--- src/rtl/prog_mem_loader_if.sv ---
// prog_mem_loader_if: byte-stream input and RAM-port / status bundle of the
// program loader.
//
// Handshake: a byte moves on a rising clk edge where in_valid and in_ready
// are both 1. in_ready does not depend on in_valid. The source holds in_byte
// stable while in_valid=1 and in_ready=0. mem_w_en is a one-cycle strobe.
// mem_addr/mem_wdata are only meaningful when mem_w_en=1.
//
// state_dbg mirrors the loader state register:
// 0 = IDLE, 1 = COLLECT, 2 = WRITE, 3 = DONE.
interface prog_mem_loader_if;
    logic        start;
    logic        in_valid;
    logic [7:0]  in_byte;
    logic        in_ready;
    logic        mem_w_en;
    logic [11:0] mem_addr;
    logic [31:0] mem_wdata;
    logic        busy;
    logic        cpu_hold;
    logic        done;
    logic [31:0] checksum;
    logic [1:0]  state_dbg;

    modport master (
        output start, in_valid, in_byte,
        input  in_ready, mem_w_en, mem_addr, mem_wdata,
        input  busy, cpu_hold, done, checksum, state_dbg
    );

    modport slave (
        input  start, in_valid, in_byte,
        output in_ready, mem_w_en, mem_addr, mem_wdata,
        output busy, cpu_hold, done, checksum, state_dbg
    );
endinterface

--- src/rtl/prog_mem_loader.sv ---
// prog_mem_loader: assembles a little-endian byte stream into 32-bit words
// and writes them to RAM word addresses 0..WORD_COUNT-1. The loader keeps the
// CPU stalled while the load is in progress.
//
// Optional feature macro: LOADER_CHECKSUM_EN.
// When this macro is defined, checksum accumulates the written words modulo
// 2^32. When it is undefined, checksum is tied to 0.
module prog_mem_loader #(
    parameter int WORD_COUNT = 4096
) (
    input  logic               clk,
    input  logic               rst_n,
    prog_mem_loader_if.slave   bus
);

    typedef enum logic [1:0] {
        IDLE    = 2'd0,
        COLLECT = 2'd1,
        WRITE   = 2'd2,
        DONE    = 2'd3
    } state_t;

    localparam logic [11:0] LAST_ADDR = 12'(WORD_COUNT - 1);

    state_t      state;
    logic [1:0]  byte_cnt;
    logic [11:0] word_addr;
    logic [31:0] asm_word;
    logic [11:0] mem_addr_r;
    logic [31:0] mem_wdata_r;
    logic        in_ready_r;
    logic        mem_w_en_r;
    logic        busy_r;
    logic        done_r;
    logic [31:0] checksum_r;

    // A load may begin only from IDLE or DONE. A start while busy is ignored.
    logic start_ok;
    assign start_ok = bus.start && (state == IDLE || state == DONE);

    // Loader FSM. The strobe/status outputs are registered alongside the
    // state, so they never depend combinationally on the inputs.
    always_ff @(posedge clk or negedge rst_n) begin
        if (!rst_n) begin
            state       <= IDLE;
            byte_cnt    <= 2'd0;
            word_addr   <= 12'd0;
            asm_word    <= 32'd0;
            mem_addr_r  <= 12'd0;
            mem_wdata_r <= 32'd0;
            in_ready_r  <= 1'b0;
            mem_w_en_r  <= 1'b0;
            busy_r      <= 1'b0;
            done_r      <= 1'b0;
        end else begin
            case (state)
                IDLE, DONE: begin
                    if (start_ok) begin
                        state      <= COLLECT;
                        byte_cnt   <= 2'd0;
                        word_addr  <= 12'd0;
                        asm_word   <= 32'd0;
                        in_ready_r <= 1'b1;
                        busy_r     <= 1'b1;
                        done_r     <= 1'b0;
                    end
                end
                COLLECT: begin
                    if (bus.in_valid) begin
                        asm_word[{byte_cnt, 3'b000} +: 8] <= bus.in_byte;
                        byte_cnt <= byte_cnt + 2'd1;
                        if (byte_cnt == 2'd3) begin
                            // The fourth byte completes the word. Present the word
                            // on the RAM port for the single WRITE cycle.
                            state       <= WRITE;
                            mem_addr_r  <= word_addr;
                            mem_wdata_r <= {bus.in_byte, asm_word[23:0]};
                            in_ready_r  <= 1'b0;
                            mem_w_en_r  <= 1'b1;
                        end
                    end
                end
                WRITE: begin
                    mem_w_en_r <= 1'b0;
                    if (word_addr == LAST_ADDR) begin
                        state  <= DONE;
                        busy_r <= 1'b0;
                        done_r <= 1'b1;
                    end else begin
                        state      <= COLLECT;
                        word_addr  <= word_addr + 12'd1;
                        byte_cnt   <= 2'd0;
                        in_ready_r <= 1'b1;
                    end
                end
                default: begin
                    state <= IDLE;
                end
            endcase
        end
    end

`ifdef LOADER_CHECKSUM_EN
    // Running sum of every word written in this load. The sum restarts on an
    // accepted start.
    always_ff @(posedge clk or negedge rst_n) begin
        if (!rst_n) begin
            checksum_r <= 32'd0;
        end else if (start_ok) begin
            checksum_r <= 32'd0;
        end else if (state == WRITE) begin
            checksum_r <= checksum_r + mem_wdata_r;
        end
    end
`else
    assign checksum_r = 32'd0;
`endif

    assign bus.in_ready  = in_ready_r;
    assign bus.mem_w_en  = mem_w_en_r;
    assign bus.mem_addr  = mem_addr_r;
    assign bus.mem_wdata = mem_wdata_r;
    assign bus.busy      = busy_r;
    assign bus.cpu_hold  = busy_r;
    assign bus.done      = done_r;
    assign bus.checksum  = checksum_r;
    assign bus.state_dbg = state;

endmodule
--- src/flat_wrapper.sv ---
// flat-port wrapper written by rule: the top's interface ports become plain ports
module prog_mem_loader_flat 
#(
    parameter int WORD_COUNT = 4096
)
  (clk, rst_n, bus_start, bus_in_valid, bus_in_byte, bus_in_ready, bus_mem_w_en, bus_mem_addr, bus_mem_wdata, bus_busy, bus_cpu_hold, bus_done, bus_checksum, bus_state_dbg);
  prog_mem_loader_if bus_i ();
  input  logic clk;
  input  logic rst_n;
  input wire logic [$bits(bus_i.start)-1:0] bus_start;
  input wire logic [$bits(bus_i.in_valid)-1:0] bus_in_valid;
  input wire logic [$bits(bus_i.in_byte)-1:0] bus_in_byte;
  output wire logic [$bits(bus_i.in_ready)-1:0] bus_in_ready;
  output wire logic [$bits(bus_i.mem_w_en)-1:0] bus_mem_w_en;
  output wire logic [$bits(bus_i.mem_addr)-1:0] bus_mem_addr;
  output wire logic [$bits(bus_i.mem_wdata)-1:0] bus_mem_wdata;
  output wire logic [$bits(bus_i.busy)-1:0] bus_busy;
  output wire logic [$bits(bus_i.cpu_hold)-1:0] bus_cpu_hold;
  output wire logic [$bits(bus_i.done)-1:0] bus_done;
  output wire logic [$bits(bus_i.checksum)-1:0] bus_checksum;
  output wire logic [$bits(bus_i.state_dbg)-1:0] bus_state_dbg;
  assign bus_i.start = bus_start;
  assign bus_i.in_valid = bus_in_valid;
  assign bus_i.in_byte = bus_in_byte;
  assign bus_in_ready = bus_i.in_ready;
  assign bus_mem_w_en = bus_i.mem_w_en;
  assign bus_mem_addr = bus_i.mem_addr;
  assign bus_mem_wdata = bus_i.mem_wdata;
  assign bus_busy = bus_i.busy;
  assign bus_cpu_hold = bus_i.cpu_hold;
  assign bus_done = bus_i.done;
  assign bus_checksum = bus_i.checksum;
  assign bus_state_dbg = bus_i.state_dbg;
  prog_mem_loader #(.WORD_COUNT(WORD_COUNT)) u_core (.clk(clk), .rst_n(rst_n), .bus(bus_i));
endmodule
--- config.mk ---
export PLATFORM = sky130hd
export DESIGN_NAME = prog_mem_loader_flat
export DESIGN_NICKNAME = d
export VERILOG_FILES = /design/src/rtl/prog_mem_loader_if.sv /design/src/rtl/prog_mem_loader.sv /design/src/flat_wrapper.sv
export SDC_FILE = /design/constraint.sdc
export NUM_CORES = 1
export LEC_CHECK = 0
export ABC_AREA = 1
export CAP_MARGIN = 20
export CORE_AREA = 4 4 110 112
export DETAILED_ROUTE_END_ITERATION = 6
export DIE_AREA = 0 0 114 116
export PLACE_DENSITY = 0.7
export REMOVE_ABC_BUFFERS = 1
export SLEW_MARGIN = 20
export SYNTH_ARGS = -nofsm -noshare
export SYNTH_HDL_FRONTEND = slang
export SYNTH_SLANG_ARGS = --single-unit
--- constraint.sdc ---
create_clock -name clk -period 2.1 [get_ports clk]
set_clock_uncertainty 0.2 [all_clocks]
set_input_delay 0.525 -clock clk [delete_from_list [all_inputs] [get_ports clk]]
set_output_delay 0.525 -clock clk [all_outputs]
set_load 0.01 [all_outputs]
==> results.json, run 1 <==
{
  "vias_per_cell": 4.58,
  "reg2reg_depth": 9,
  "nNetsFinal": 564,
  "hold_viol": 0,
  "period_share_pct": 97.1,
  "leakage_nw": 2.53,
  "crit_path_max_fanout": 4,
  "dp.final_hpwl_microns": 6460,
  "rrSetupSlack_ns": 0.16,
  "critical-path-top-delay-family": "buffers and inverters",
  "htreeDepth": 3,
  "power.density_mw_per_mm2": 1360,
  "arrival_ns": 1.31,
  "setup_viol": 0,
  "rows": 39,
  "area_growth_syn_to_layout_pct": 24.5,
  "drt-total-wl_microns": 8900,
  "holdWs_ns": 0.0222,
  "reg2reg_from": "u_core.bus.state_dbg[0]",
  "cts_tree": "built",
  "chipWidth_microns": 114,
  "grt_pass1_wl_microns": 14900,
  "synth_edf_count": 0,
  "synth_area_per_cell_sq_um": 9.25,
  "synthMuxAreaShare_pct": 0,
  "comb_power_share_pct": 44.4,
  "grt_pass1_vias": 3183,
  "ys_ff_latch": 88,
  "cts.path.max_buffers": 2,
  "drc": 0,
  "ctsRootBufferMaster": "clkbuf_16",
  "placed_cells": 675,
  "synth_xor_area_share_pct": 1.01,
  "yosys.area.top_type_share_pct": 50.9,
  "cp-start-kind": "flip-flop",
  "grt_setup_unrepaired": "false",
  "synth.distinct_cells": 30,
  "finalCriticalPeriod_ns": 2.04,
  "power_switching_mw": 2.68,
  "max_stage_delay_ns": 0.58,
  "max_freq_ghz": 0.491,
  "r2r_end": "u_core.asm_word[17]",
  "power.internal_mw": 4.66,
  "io_buffer_count": 62,
  "cp_cell_sequence": "clkdlybuf4s50_1",
  "cts_made_buffers": 9,
  "drv_cap": 0,
  "synth_top_family_by_area": "simple AND/OR/NAND/NOR gates",
  "synthArstFlopShare_pct": 100,
  "worstPathRequired_ns": 1.37,
  "wire_per_inst_microns": 12.9,
  "globalRouteOverflowTotal": 0,
  "p_clk_share_pct": 21.3,
  "crit_slowest_cell": "clkdlybuf4s50_1",
  "cts_hold_buf": 0,
  "yosysTopAreaCell": "dfrtp_1",
  "post_cts.repair.setup_buffers": 0,
  "hp-class": "input port to asynchronous set/reset pin",
  "critPathKind": "flip-flop to primary output",
  "dr.pass1.iters": 5,
  "drtIter0Drc": 136,
  "ys_top_cells_by_area": "dfrtp_1 (51%), nand2_1 (9.1%), o21ai_2 (7.7%)",
  "floorplan.initialDensity_pct": 38.6,
  "grt_use_total_pct": 14.0,
  "clkLatencyLatePin_ns": 0.33,
  "ir_worst_vdd_mv": 0.729,
  "clk_pin_slew_worst_paths_ns": 0.07,
  "drv_slew": 0,
  "synth_flop_cell": "dfrtp_1",
  "diodes": 0,
  "outcome": "finished, final reports clean",
  "syn-instance-count": 468,
  "fillCellCount": 1056,
  "ys_seq_area_share_pct": 50.9,
  "vias": 3168,
  "cp_num_buf_inv": 1,
  "io_pins": 95,
  "end_kind": "primary output",
  "die_area_sq_mm": 0.0132,
  "synth_simple_gate_area_share_pct": 16.7,
  "clock_sinks": 88,
  "synth-warning-count": 0,
  "syn_area_sq_mm": 0.00433,
  "p_sw_share_pct": 36.5,
  "synthAdderAreaFrac_pct": 2.60,
  "final_cells": 691,
  "drive_above_1_share_pct": 15.5,
  "grt_max_degree": 89,
  "antenna_found_initial": 0,
  "gp_congestion": 0.849,
  "ant_nets": 0,
  "fp.coreArea_sq_mm": 0.0112,
  "p_seq_share_pct": 34.2,
  "die_h_microns": 116,
  "synth_compound_area_share_pct": 14.2
}
-- state kept, by name, summed over array words and instances, names as in the netlist --
name                  flops
u_core.byte_cnt           2
u_core.bus.in_ready       1
u_core.word_addr         12
u_core.bus.busy           1
u_core.asm_word          24
u_core.bus.done           1
u_core.bus.mem_wdata     32
u_core.bus.mem_w_en       1
u_core.bus.mem_addr      12
u_core.bus.state_dbg      2
-- final cells by class --
class,count,area [sq um],share of cell area [%]
Timing Repair Buffer,80,831,15.4
Sequential cell,88,2200,40.9
Multi-Input combinational cell,298,1630,30.2
Inverter,66,253,4.69
Clock inverter,7,75.1,1.39
Clock buffer,9,225,4.18
Tap cell,143,179,3.32
-- metal layers --
metal	vias to the layer above	routed length (microns)	GRT usage [%]	part of all wire, %
met5	-	0	0	0
met4	0	216	6.10	2.4
met3	18	559	3.81	6.3
met2	108	4190	23.3	47
met1	1477	3940	17.2	44
li1	1565	-	-	-
-- placed cells by master, fill, tap and decap left out, drive strengths merged, types with 2 or more instances in the layout --
cell	instances
conb	32
nand3	27
nand2	105
clkbuf	9
dfrtp	88
o21ai	72
or2	2
inv	69
nor2	24
nand4	3
buf	19
xor2	5
o22ai	8
a21oi	3
clkdlybuf4s50	60
nor3	3
ha	9
clkinv	3
-- power groups by stage --
stage	logic, mW	registers, mW	clock network (mW)
5_1_grt	3.60	2.58	1.68
3_3_place_gp	3.19	2.53	0
4_1_cts	3.30	2.52	1.62
6_report	3.26	2.51	1.56
2_1_floorplan	1.39	2.73	0
3_5_place_dp	3.28	2.54	0
-- metrics by stage --
step	utilization (%)	power [mW]	setup slack [ns]	setup TNS (ns)	instance area [sq um]
after floorplan	-	4.12	-0.0860	-3.43	4070
after global placement	45.2	5.72	-0.0810	-0.634	5070
after detailed placement	45.2	5.82	-0.157	-1.45	5070
after CTS	47.9	7.43	0.0208	0	5370
after global routing	48.0	7.87	0.0111	0	5390
final	48.0	7.34	0.0616	0	5390
-- Yosys cell counts, types with 2 or more instances --
| cell type | number |
|---|---|
| o21ai_2 | 38 |
| buf_6 | 10 |
| a21oi_4 | 2 |
| inv_4 | 2 |
| buf_2 | 2 |
| xor2_1 | 5 |
| o21ai_0 | 34 |
| clkbuf_1 | 2 |
| nor2_1 | 24 |
| buf_4 | 33 |
| nand4_1 | 3 |
| inv_1 | 64 |
| nand2_1 | 105 |
| ha_1 | 9 |
| o22ai_1 | 8 |
| nand3_1 | 26 |
| dfrtp_1 | 88 |
-- what timing repair did --
| action | 4_1_cts | 5_1_grt |
|---|---|---|
| setup endpoints to repair | 0 | 17 |
| resized for setup | 0 | 6 |
| endpoints found under the hold margin | 0 | 0 |
-- cells by family (layout without fill, tap and decap cells) --
family / after synthesis / in the layout
flip-flops: 88 / 88
AND/OR/NAND/NOR: 166 / 166
adder cells (fa/ha/maj): 9 / 9
AO/OA/AOI/OAI: 86 / 86
XOR/XNOR: 5 / 5
buffers and inverters: 113 / 162
other: 1 / 32
-- worst max path at each step --
stage | startpoint | endpoint | slack [ns] | depth (start not counted)
5_1_grt | u_core.word_addr[0] | u_core.byte_cnt[0] | 0.01 | 7
3_5_place_dp | bus_in_valid | u_core.asm_word[8] | -0.16 | 6
3_3_place_gp | bus_in_valid | u_core.asm_word[15] | -0.08 | 6
2_1_floorplan | u_core.bus.state_dbg[1] | u_core.bus.mem_addr[10] | -0.09 | 7
4_1_cts | u_core.bus.state_dbg[0] | bus_state_dbg[0] | 0.02 | 1
6_report | u_core.bus.state_dbg[1] | bus_state_dbg[1] | 0.06 | 1
Note: power is estimated with default switching activity, not from simulation.
==> run 2: changes to the inputs <==
--- a/config.mk
+++ b/config.mk
@@ -7,9 +7,9 @@
 export LEC_CHECK = 0
 export ABC_AREA = 1
 export CAP_MARGIN = 20
-export CORE_AREA = 4 4 110 112
+export CORE_AREA = 2 2 108 110
 export DETAILED_ROUTE_END_ITERATION = 6
-export DIE_AREA = 0 0 114 116
+export DIE_AREA = 0 0 110 112
 export PLACE_DENSITY = 0.7
 export REMOVE_ABC_BUFFERS = 1
 export SLEW_MARGIN = 20
==> run 2 against run 1 <==
The run now ends with negative hold slack left. Count of clock-buffer cells in the layout up 1. Via count up 0.41%. Clock power up 13%. Largest power group unchanged. Hold slack worse by 0.032 ns. Setup slack better by 0.016 ns. Critical path type unchanged. Combinational power down 1%. Sequential cell count unchanged. Final cell count unchanged.
==> results.json, run 2 (synthesized netlist as in run 1, its figures left out) <==
{
  "outcome": "finished with violations",
  "violations": "negative hold slack",
  "floorplan.initialDensity_pct": 38.7,
  "startpoint": "u_core.bus.state_dbg[0]",
  "drt-total-wl_microns": 8790,
  "drive_above_1_share_pct": 15.5,
  "ant_nets": 0,
  "drv_slew": 0,
  "rows": 39,
  "power.density_mw_per_mm2": 1380,
  "power_mw": 7.50,
  "fp.coreArea_sq_mm": 0.0112,
  "critical-path-top-delay-family": "buffers and inverters",
  "layout_commonest_cell": "nand2_1",
  "finalInstanceArea_sq_mm": 0.00542,
  "io_buffer_count": 62,
  "r2r_end": "u_core.asm_word[15]",
  "comb_power_share_pct": 42.9,
  "cp_num_buf_inv": 1,
  "leakage_nw": 2.55,
  "hold_viol": 3,
  "cp-start-kind": "flip-flop",
  "multi_input_area_sq_mm": 0.00162,
  "gp_congestion": 0.863,
  "ir_worst_vdd_mv": 0.726,
  "grt_use_total_pct": 15.5,
  "clkLatencyLatePin_ns": 0.34,
  "globalRouteOverflowTotal": 0,
  "drc": 0,
  "clk_pin_slew_worst_paths_ns": 0.06,
  "finalCriticalPeriod_ns": 2.02,
  "max_stage_delay_ns": 0.55,
  "nNetsFinal": 564,
  "power_switching_mw": 2.61,
  "placed_area_sq_mm": 0.00509,
  "dp.final_hpwl_microns": 6280,
  "vias_per_cell": 4.60,
  "cts_tree": "built",
  "io_pins": 95,
  "diodes": 0,
  "drv_cap": 0,
  "largest_reg_flops": 32,
  "final_cell_mix": "nand2_1 (105), dfrtp_1 (87), inv_1 (64)",
  "dr.pass1.iters": 4,
  "cp_cell_sequence": "clkdlybuf4s50_1",
  "cts.path.max_buffers": 2,
  "arrival_ns": 1.30,
  "vias": 3181,
  "crit_slowest_cell": "clkdlybuf4s50_1",
  "power.internal_mw": 4.89,
  "end_kind": "primary output",
  "grt_setup_unrepaired": "false",
  "grt_pass1_wl_microns": 14800,
  "die_area_sq_mm": 0.0123,
  "placed_cells": 675,
  "antenna_found_initial": 0,
  "crit_path_max_fanout": 5,
  "htreeDepth": 3,
  "seq_area_sq_mm": 0.00220,
  "die_h_microns": 112,
  "wire_per_inst_microns": 12.7,
  "worstPathRequired_ns": 1.37,
  "cts_made_buffers": 9,
  "final_cells": 691,
  "reg2reg_depth": 7,
  "grt_max_degree": 89,
  "fillCellCount": 1070,
  "holdWs_ns": -0.00976,
  "hp-class": "input port to asynchronous set/reset pin",
  "p_sw_share_pct": 34.9,
  "setup_viol": 0,
  "drtIter0Drc": 123,
  "area_growth_syn_to_layout_pct": 25.3,
  "chipWidth_microns": 110,
  "reg2reg_from": "u_core.bus.state_dbg[0]",
  "clock_sinks": 88,
  "grt_pass1_vias": 3175,
  "max_freq_ghz": 0.495,
  "p_seq_share_pct": 33.7,
  "ctsRootBufferMaster": "clkbuf_16",
  "period_share_pct": 96.3,
  "p_clk_share_pct": 23.4,
  "rrSetupSlack_ns": 0.18,
  "critPathKind": "flip-flop to primary output"
}
[run 2: cell types whose count changed in the layout (fill, tap and decap cells not counted), sizes merged]
cell and change:
bufinv +2, clkinv -2, clkbuf +1, inv -1
[run 2: cell type report]
class / instances / share of cell area, %
well taps: 143 / 3.30
flip-flops and latches: 88 / 40.6
clock buffers: 10 / 4.41
clock inverters: 6 / 1.66
multi-input cells: 298 / 29.8
inverters: 66 / 4.66
repair buffers: 80 / 15.5
[run 2: metrics by stage]
step	TNS, ns	utilization [%]	worst slack [ns]
finish	0	48.5	0.0780
global route	0	48.5	0.00422
CTS	0	48.5	0.0153
detailed placement	-0.901	45.5	-0.126
global placement	-0.343	45.5	-0.0450
floorplan	-3.43	-	-0.0860
[run 2: per-layer routing]
layer	wire [microns]	track usage (%)
met5	0	0
met4	136	5.65
met3	569	4.92
met2	4160	24.6
met1	3920	19.8
[run 2: power by group through the flow]
stage	logic, mW	registers (mW)	clock network (mW)
floorplan	1.39	2.73	0
global placement	3.16	2.53	0
detailed placement	3.24	2.55	0
CTS	3.26	2.53	1.80
global route	3.55	2.59	1.87
finish	3.22	2.52	1.76
[run 2: timing repair]
action | CTS | global route
hold buffers | 0 | 0
setup endpoints to repair | 0 | 16
gates resized for setup | 0 | 5
buffers inserted | 0 | 0
[run 2: how the worst max path moves through the flow]
stage                                   end  depth (start not counted)
floorplan           u_core.bus.mem_addr[10]                          7
global placement        u_core.asm_word[13]                          6
detailed placement      u_core.asm_word[14]                          6
CTS                        bus_state_dbg[0]                          1
global route            u_core.word_addr[5]                          8
finish                     bus_state_dbg[0]                          1
==> run 3: changes to the inputs <==
--- a/config.mk
+++ b/config.mk
@@ -12,6 +12,7 @@
 export DIE_AREA = 0 0 110 112
 export PLACE_DENSITY = 0.7
 export REMOVE_ABC_BUFFERS = 1
+export SKIP_LAST_GASP = 1
 export SLEW_MARGIN = 20
 export SYNTH_ARGS = -nofsm -noshare
 export SYNTH_HDL_FRONTEND = slang
==> results of run 3 <==
The final DEF is identical to that of run 2; final timing and power are the same.
